**config.mk**
```make
export PLATFORM = sky130hd
export DESIGN_NAME = ropuf_key_collector_flat
export DESIGN_NICKNAME = d
export VERILOG_FILES = /design/src/rtl/ropuf_pkg.sv /design/src/rtl/ropuf_key_collector_if.sv /design/src/rtl/ropuf_window_vote.sv /design/src/rtl/ropuf_key_collector.sv /design/src/flat_wrapper.sv
export SDC_FILE = /design/constraint.sdc
export NUM_CORES = 1
export LEC_CHECK = 0
export CAP_MARGIN = 10
export CORE_ASPECT_RATIO = 0.7
export CORE_MARGIN = 2
export CORE_UTILIZATION = 50
export CTS_BUF_LIST = sky130_fd_sc_hd__clkbuf_16
export CTS_CLUSTER_SIZE = 24
export DETAILED_ROUTE_END_ITERATION = 16
export GPL_TIMING_DRIVEN = 0
export PLACE_DENSITY = 0.9
export SLEW_MARGIN = 20
export SYNTH_ARGS = -nofsm -noshare
export SYNTH_HDL_FRONTEND = slang
export SYNTH_SLANG_ARGS = --single-unit
```
**constraint.sdc**
```tcl
create_clock -name clk -period 6.2 [get_ports clk]
set_input_delay 1.24 -clock clk [delete_from_list [all_inputs] [get_ports clk]]
set_output_delay 1.24 -clock clk [all_outputs]
set_load 0.02 [all_outputs]
```
**src/rtl/ropuf_pkg.sv**
```systemverilog
// RO-PUF key collector shared types and defaults.
// Imported by the collector, its vote sub-module and the bundle interface.
package ropuf_pkg;
  localparam int KEY_W        = 128;
  localparam int SEL_W        = $clog2(KEY_W);
  localparam int CNT_W        = 8;
  localparam int VOTE_W       = 3;
  localparam int VOTE_TH      = 4;
  localparam int EVAL_START_D = 245;
  localparam int EVAL_END_D   = 250;

  typedef enum logic [2:0] {
    S_IDLE,
    S_CLEAR,
    S_MEASURE,
    S_SHIFT,
    S_DONE
  } state_t;
endpackage

```
**src/rtl/ropuf_key_collector_if.sv**
```systemverilog
// Bundle between the key collector, the RO comparator and the AES key path.
// master = collector side, slave = environment side.
interface ropuf_key_collector_if;
  import ropuf_pkg::*;

  logic             start;
  logic             cmp_out;
  logic [CNT_W-1:0] count;
  logic             ro_en;
  logic             ro_clr;
  logic [SEL_W-1:0] pair_sel;
  logic             busy;
  logic [KEY_W-1:0] key;
  logic             key_valid;

  modport master (
    input  start, cmp_out,
    output count, ro_en, ro_clr, pair_sel,
    output busy, key, key_valid
  );

  modport slave (
    output start, cmp_out,
    input  count, ro_en, ro_clr, pair_sel,
    input  busy, key, key_valid
  );
endinterface

```
**src/rtl/ropuf_window_vote.sv**
```systemverilog
// Majority vote of the comparator bit over the evaluation window.
// Ties resolve to 0 because the threshold sits above half the window.
module ropuf_window_vote
  import ropuf_pkg::*;
#(
  parameter int EVAL_START = EVAL_START_D,
  parameter int EVAL_END   = EVAL_END_D
) (
  input  logic             clk,
  input  logic             rst,
  input  logic             i_clr,
  input  logic             i_meas,
  input  logic [CNT_W-1:0] i_count,
  input  logic             i_cmp,
  output logic             o_bit
);

  logic [VOTE_W-1:0] r_votes;
  logic              w_win;

  assign w_win = i_meas
              && (i_count >= CNT_W'(EVAL_START))
              && (i_count <= CNT_W'(EVAL_END));

  always_ff @(posedge clk or posedge rst) begin
    if (rst) begin
      r_votes <= '0;
    end else if (i_clr) begin
      r_votes <= '0;
    end else if (w_win && i_cmp) begin
      r_votes <= r_votes + 1'b1;
    end
  end

  assign o_bit = (r_votes >= VOTE_W'(VOTE_TH));

endmodule

```
**src/rtl/ropuf_key_collector.sv**
```systemverilog
// Sequences RO pair measurements and shifts voted bits into the key.
// Every output is registered from the next-state decode.
module ropuf_key_collector
  import ropuf_pkg::*;
#(
  parameter int EVAL_START = EVAL_START_D,
  parameter int EVAL_END   = EVAL_END_D
) (
  input  logic clk,
  input  logic rst,
  ropuf_key_collector_if.master bus
);

  state_t           r_state;
  state_t           w_next;
  logic [CNT_W-1:0] r_count;
  logic [CNT_W-1:0] w_count;
  logic             r_ro_en;
  logic             w_ro_en;
  logic             r_ro_clr;
  logic             w_ro_clr;
  logic             r_busy;
  logic             w_busy;
  logic             r_kv;
  logic             w_kv;
  logic [SEL_W-1:0] r_pair;
  logic [SEL_W-1:0] w_pair;
  logic [KEY_W-1:0] r_key;
  logic [KEY_W-1:0] w_key;
  logic             w_bit;
  logic             w_go;
  logic             w_last;
  logic             w_top;

  assign w_go   = bus.start
               && ((r_state == S_IDLE) || (r_state == S_DONE));
  assign w_last = (r_pair == SEL_W'(KEY_W - 1));
  assign w_top  = &r_count;

  ropuf_window_vote #(
    .EVAL_START (EVAL_START),
    .EVAL_END   (EVAL_END)
  ) u_vote (
    .clk     (clk),
    .rst     (rst),
    .i_clr   (r_state == S_CLEAR),
    .i_meas  (r_state == S_MEASURE),
    .i_count (r_count),
    .i_cmp   (bus.cmp_out),
    .o_bit   (w_bit)
  );

  always_ff @(posedge clk or posedge rst) begin
    if (rst) begin
      r_state  <= S_IDLE;
      r_count  <= '0;
      r_ro_en  <= 1'b0;
      r_ro_clr <= 1'b0;
      r_busy   <= 1'b0;
      r_kv     <= 1'b0;
      r_pair   <= '0;
      r_key    <= '0;
    end else begin
      r_state  <= w_next;
      r_count  <= w_count;
      r_ro_en  <= w_ro_en;
      r_ro_clr <= w_ro_clr;
      r_busy   <= w_busy;
      r_kv     <= w_kv;
      r_pair   <= w_pair;
      r_key    <= w_key;
    end
  end

  always_comb begin
    w_next = r_state;
    unique case (r_state)
      S_IDLE,
      S_DONE:    if (bus.start) w_next = S_CLEAR;
      S_CLEAR:   w_next = S_MEASURE;
      S_MEASURE: if (w_top) w_next = S_SHIFT;
      S_SHIFT:   w_next = w_last ? S_DONE : S_CLEAR;
      default:   w_next = S_IDLE;
    endcase
  end

  always_comb begin
    w_count = '0;
    if ((r_state == S_MEASURE) && (w_next == S_MEASURE))
      w_count = r_count + 1'b1;
    w_ro_en  = (w_next == S_MEASURE)
            && (w_count < CNT_W'(EVAL_START));
    w_ro_clr = (w_next == S_CLEAR);
    w_busy   = (w_next == S_CLEAR)
            || (w_next == S_MEASURE)
            || (w_next == S_SHIFT);
    w_kv     = (w_next == S_DONE);
    w_pair   = r_pair;
    w_key    = r_key;
    if (w_go) begin
      w_pair = '0;
      w_key  = '0;
    end else if (r_state == S_SHIFT) begin
      // pair 0 enters at the LSB and ends up at the MSB
      w_key = {r_key[KEY_W-2:0], w_bit};
      if (!w_last) w_pair = r_pair + 1'b1;
    end
  end

  assign bus.count     = r_count;
  assign bus.ro_en     = r_ro_en;
  assign bus.ro_clr    = r_ro_clr;
  assign bus.pair_sel  = r_pair;
  assign bus.busy      = r_busy;
  assign bus.key       = r_key;
  assign bus.key_valid = r_kv;

endmodule

```
**src/flat_wrapper.sv**
```systemverilog
// flat-port wrapper written by rule: the top's interface ports become plain ports
module ropuf_key_collector_flat import ropuf_pkg::*;
#(
  parameter int EVAL_START = EVAL_START_D,
  parameter int EVAL_END   = EVAL_END_D
)
  (clk, rst, bus_start, bus_cmp_out, bus_count, bus_ro_en, bus_ro_clr, bus_pair_sel, bus_busy, bus_key, bus_key_valid);
  ropuf_key_collector_if bus_i ();
  input  logic clk;
  input  logic rst;
  input wire logic [$bits(bus_i.start)-1:0] bus_start;
  input wire logic [$bits(bus_i.cmp_out)-1:0] bus_cmp_out;
  output wire logic [$bits(bus_i.count)-1:0] bus_count;
  output wire logic [$bits(bus_i.ro_en)-1:0] bus_ro_en;
  output wire logic [$bits(bus_i.ro_clr)-1:0] bus_ro_clr;
  output wire logic [$bits(bus_i.pair_sel)-1:0] bus_pair_sel;
  output wire logic [$bits(bus_i.busy)-1:0] bus_busy;
  output wire logic [$bits(bus_i.key)-1:0] bus_key;
  output wire logic [$bits(bus_i.key_valid)-1:0] bus_key_valid;
  assign bus_i.start = bus_start;
  assign bus_i.cmp_out = bus_cmp_out;
  assign bus_count = bus_i.count;
  assign bus_ro_en = bus_i.ro_en;
  assign bus_ro_clr = bus_i.ro_clr;
  assign bus_pair_sel = bus_i.pair_sel;
  assign bus_busy = bus_i.busy;
  assign bus_key = bus_i.key;
  assign bus_key_valid = bus_i.key_valid;
  ropuf_key_collector #(.EVAL_START(EVAL_START), .EVAL_END(EVAL_END)) u_core (.clk(clk), .rst(rst), .bus(bus_i));
endmodule
```
==> out/qor.csv <==
metric;value;unit
status;finished clean;
finalNonFillerCells;1036;
wl;16240;µm
layout.nets;871;
clk_latency;0.42;ns
htree_num_levels;4;
drive_gt1_share;4.348;%
nFillCells;946;
dp_hpwl;10920;µm
syn_nets;701;
seq_area_frac_synth;60.93;%
min_period;3.251;ns
max_freq;307.6;MHz
drt_pre_antenna_iters;8;
ys.flop_type;dfrtp_1;
maxCapViolations;0;
die_w;138.0;µm
setup_viol_count_final;0;
drtIter0Drc;462;
avgSynthCellArea;9.093;µm²
syn_inst;691;
vdd_drop_max;0.2178;mV
crit_path_cell_trace;clkdlybuf4s50_1 > and2_1 > clkbuf_1 > clkbuf_1 > buf_1 > a21oi_1;
start_util;50.93;%
viasPerCell;5.396;
ys_ff_latch;153;
crit_top_cell;clkbuf_1;
rsz0062_at_grt;false;
wl_per_cell;15.67;µm
hold_path.class;flop to flop;
io_pins;151;
clock_sinks;153;
die_h;97.79;µm
finalHoldViolCount;0;
place.gp.congestion;0.8180;
fin_util;69.52;%
clkTransAtPathRegs;0.07;ns
rows;34;
worstMarginPinSlew;0.6669;ns
track_usage;25.11;%
cp-start-kind;primary input;
yosysMostFrequentCell;nand2_1;
cts_resized;0;
syn_area;6284;µm²
relSlewSlack;55.54;%
grt_pass1_wl;26440;µm
cts_buffers;17;
fin_crit_sh;52.43;%
end_kind;flop;
synth_commonest_cells;nand2_1, dfrtp_1, a21oi_1;
synth-warning-count;0;
cts_hold_buf;0;
num_vias;5590;
synth_cell_types;39;
grt_start_max_net_pins;85;
clockRootBuffer;clkbuf_16;
cts_buffer_depth;2;
die_area;13490;µm²
grt_pass1_vias;5122;
crit_slowest_cell;clkbuf_1;
post_cts_buffers;0;
synthDominantCellAreaShare;60.93;%
power_density;307.0;nW/µm²
critPathKind;primary input to flop;
diodes;0;
synth_edf_count;0;
core-area;12340;µm²
async_flop_share;100.0;%
fin_skew;0.01284;ns
yosysTopAreaCell;dfrtp_1;
grt.overflow.total;0;
slew_viol_final;0;
dp.cells;1004;
cpPeakStageDelay;0.58;ns
required;6.47;ns
drc;0;
cts_tree;yes;
r2r_slack;3.61;ns
area_delta_synth_final;36.50;%
ant_nets;0;
worstPathArrival;3.52;ns
cp_max_fo;10;
synthTopCellsByArea;dfrtp_1, nand2_1, a21oi_1;
p_leak;3.556;nW
antenna_found_initial;0;
port-buffer-count;150;
## where the power goes
group | total, mW | internal [mW] | switching (mW)
Combinational | 0.578 | 0.143 | 0.435
Clock | 0.983 | 0.527 | 0.456
Sequential | 1.07 | 1.03 | 0.0422
Total | 2.63 | 1.70 | 0.933
## sequential cells by signal, summed over array words and instances, names as in the netlist
name,flops
u_core.bus.busy,1
u_core.bus.key_valid,1
u_core.bus.ro_en,1
u_core.bus.count,8
u_core.u_vote.r_votes,3
u_core.bus.key,128
u_core.bus.ro_clr,1
u_core.bus.pair_sel,7
u_core.r_state,3
## per-stage QoR
step           worst slack [ns]  setup TNS (ns)  power, mW  cell area, µm²  hold slack [ns]
2_1_floorplan            0.8386               0      1.457            6284           0.4869
5_1_grt                   2.788               0      2.756            8577           0.5594
6_report                  2.949               0      2.633            8577           0.5356
4_1_cts                   2.944               0      2.640            8577           0.5403
3_3_place_gp             -1.122         -170.14      1.648            7988           0.5213
3_5_place_dp              2.527               0      1.663            8023           0.5351
## worst max-delay path: cells and delay by family
family / cells / cell delay [ns]
buffers and inverters: 4 / 2.03
AOI/OAI and AO/OA: 1 / 0.10
and+or+nand+nor: 1 / 0.13
## layout by cell type (no fill, tap or decap), types with 2 or more instances in the layout
master | netlist | layout
clkinvlp_4 | 0 | 2
nor3_1 | 2 | 2
a31oi_1 | 3 | 3
nor2_1 | 14 | 14
inv_8 | 0 | 3
o21bai_1 | 2 | 2
buf_1 | 10 | 10
ha_1 | 6 | 6
a21oi_1 | 136 | 136
xor2_1 | 2 | 2
nand4_1 | 2 | 2
o21ai_0 | 6 | 6
xnor2_1 | 5 | 5
inv_6 | 0 | 7
clkbuf_16 | 0 | 17
nand3b_1 | 2 | 2
inv_1 | 7 | 6
nand3_1 | 5 | 5
mux2i_1 | 3 | 3
nand2_1 | 265 | 265
or3b_1 | 2 | 2
and2_1 | 3 | 3
or2_2 | 2 | 2
clkinv_4 | 0 | 3
nand2b_1 | 4 | 4
nor2b_1 | 3 | 3
dfrtp_1 | 153 | 153
clkbuf_1 | 35 | 35
or3_1 | 4 | 4
clkdlybuf4s50_1 | 0 | 150
## area by class of cell
cell class | instances | area [µm²] | area share (%)
clock buffer | 17 | 425.4 | 4.960
multi-input combinational | 485 | 2255 | 26.29
clock inverter | 15 | 128.9 | 1.503
inverter | 7 | 33.78 | 0.3939
buffer | 46 | 173.9 | 2.028
timing repair buffer | 151 | 1529 | 17.83
sequential | 153 | 3829 | 44.64
tap | 162 | 202.7 | 2.363
## worst paths after layout
path	start	endpoint	cells past startpoint
worst max register to register	u_core.r_state[0]	u_core.bus.key[124]	6
worst min register to register	u_core.bus.key[82]	u_core.bus.key[83]	2
worst min-delay path	u_core.bus.key[82]	u_core.bus.key[83]	2
max in group asynchronous	rst	u_core.bus.key[112]	3
min in group asynchronous	rst	u_core.bus.key[58]	2
worst max-delay path	bus_start	u_core.bus.key[124]	6
## routing by layer
metal | track usage (%) | wire [µm] | vias up
li1 | - | - | 2610
met1 | 37.85 | 7424 | 2734
met2 | 37.40 | 7468 | 221
met3 | 5.192 | 1129 | 25
met4 | 6.672 | 211 | 0
met5 | 0 | 0 | -
## logic make-up (layout without fill, tap and decap cells)
family / after synthesis / count (layout) / share of synthesized area (%)
muxes: 3 / 3 / 0.4779
buffers and inverters: 53 / 236 / 3.186
adders and majority gates: 6 / 6 / 1.195
AOI/OAI and AO/OA: 155 / 155 / 12.88
and+or+nand+nor: 314 / 314 / 20.35
xor gates and xnor gates: 7 / 7 / 0.9757
DFF: 153 / 153 / 60.93
Note: power is estimated with default switching activity, not from simulation.
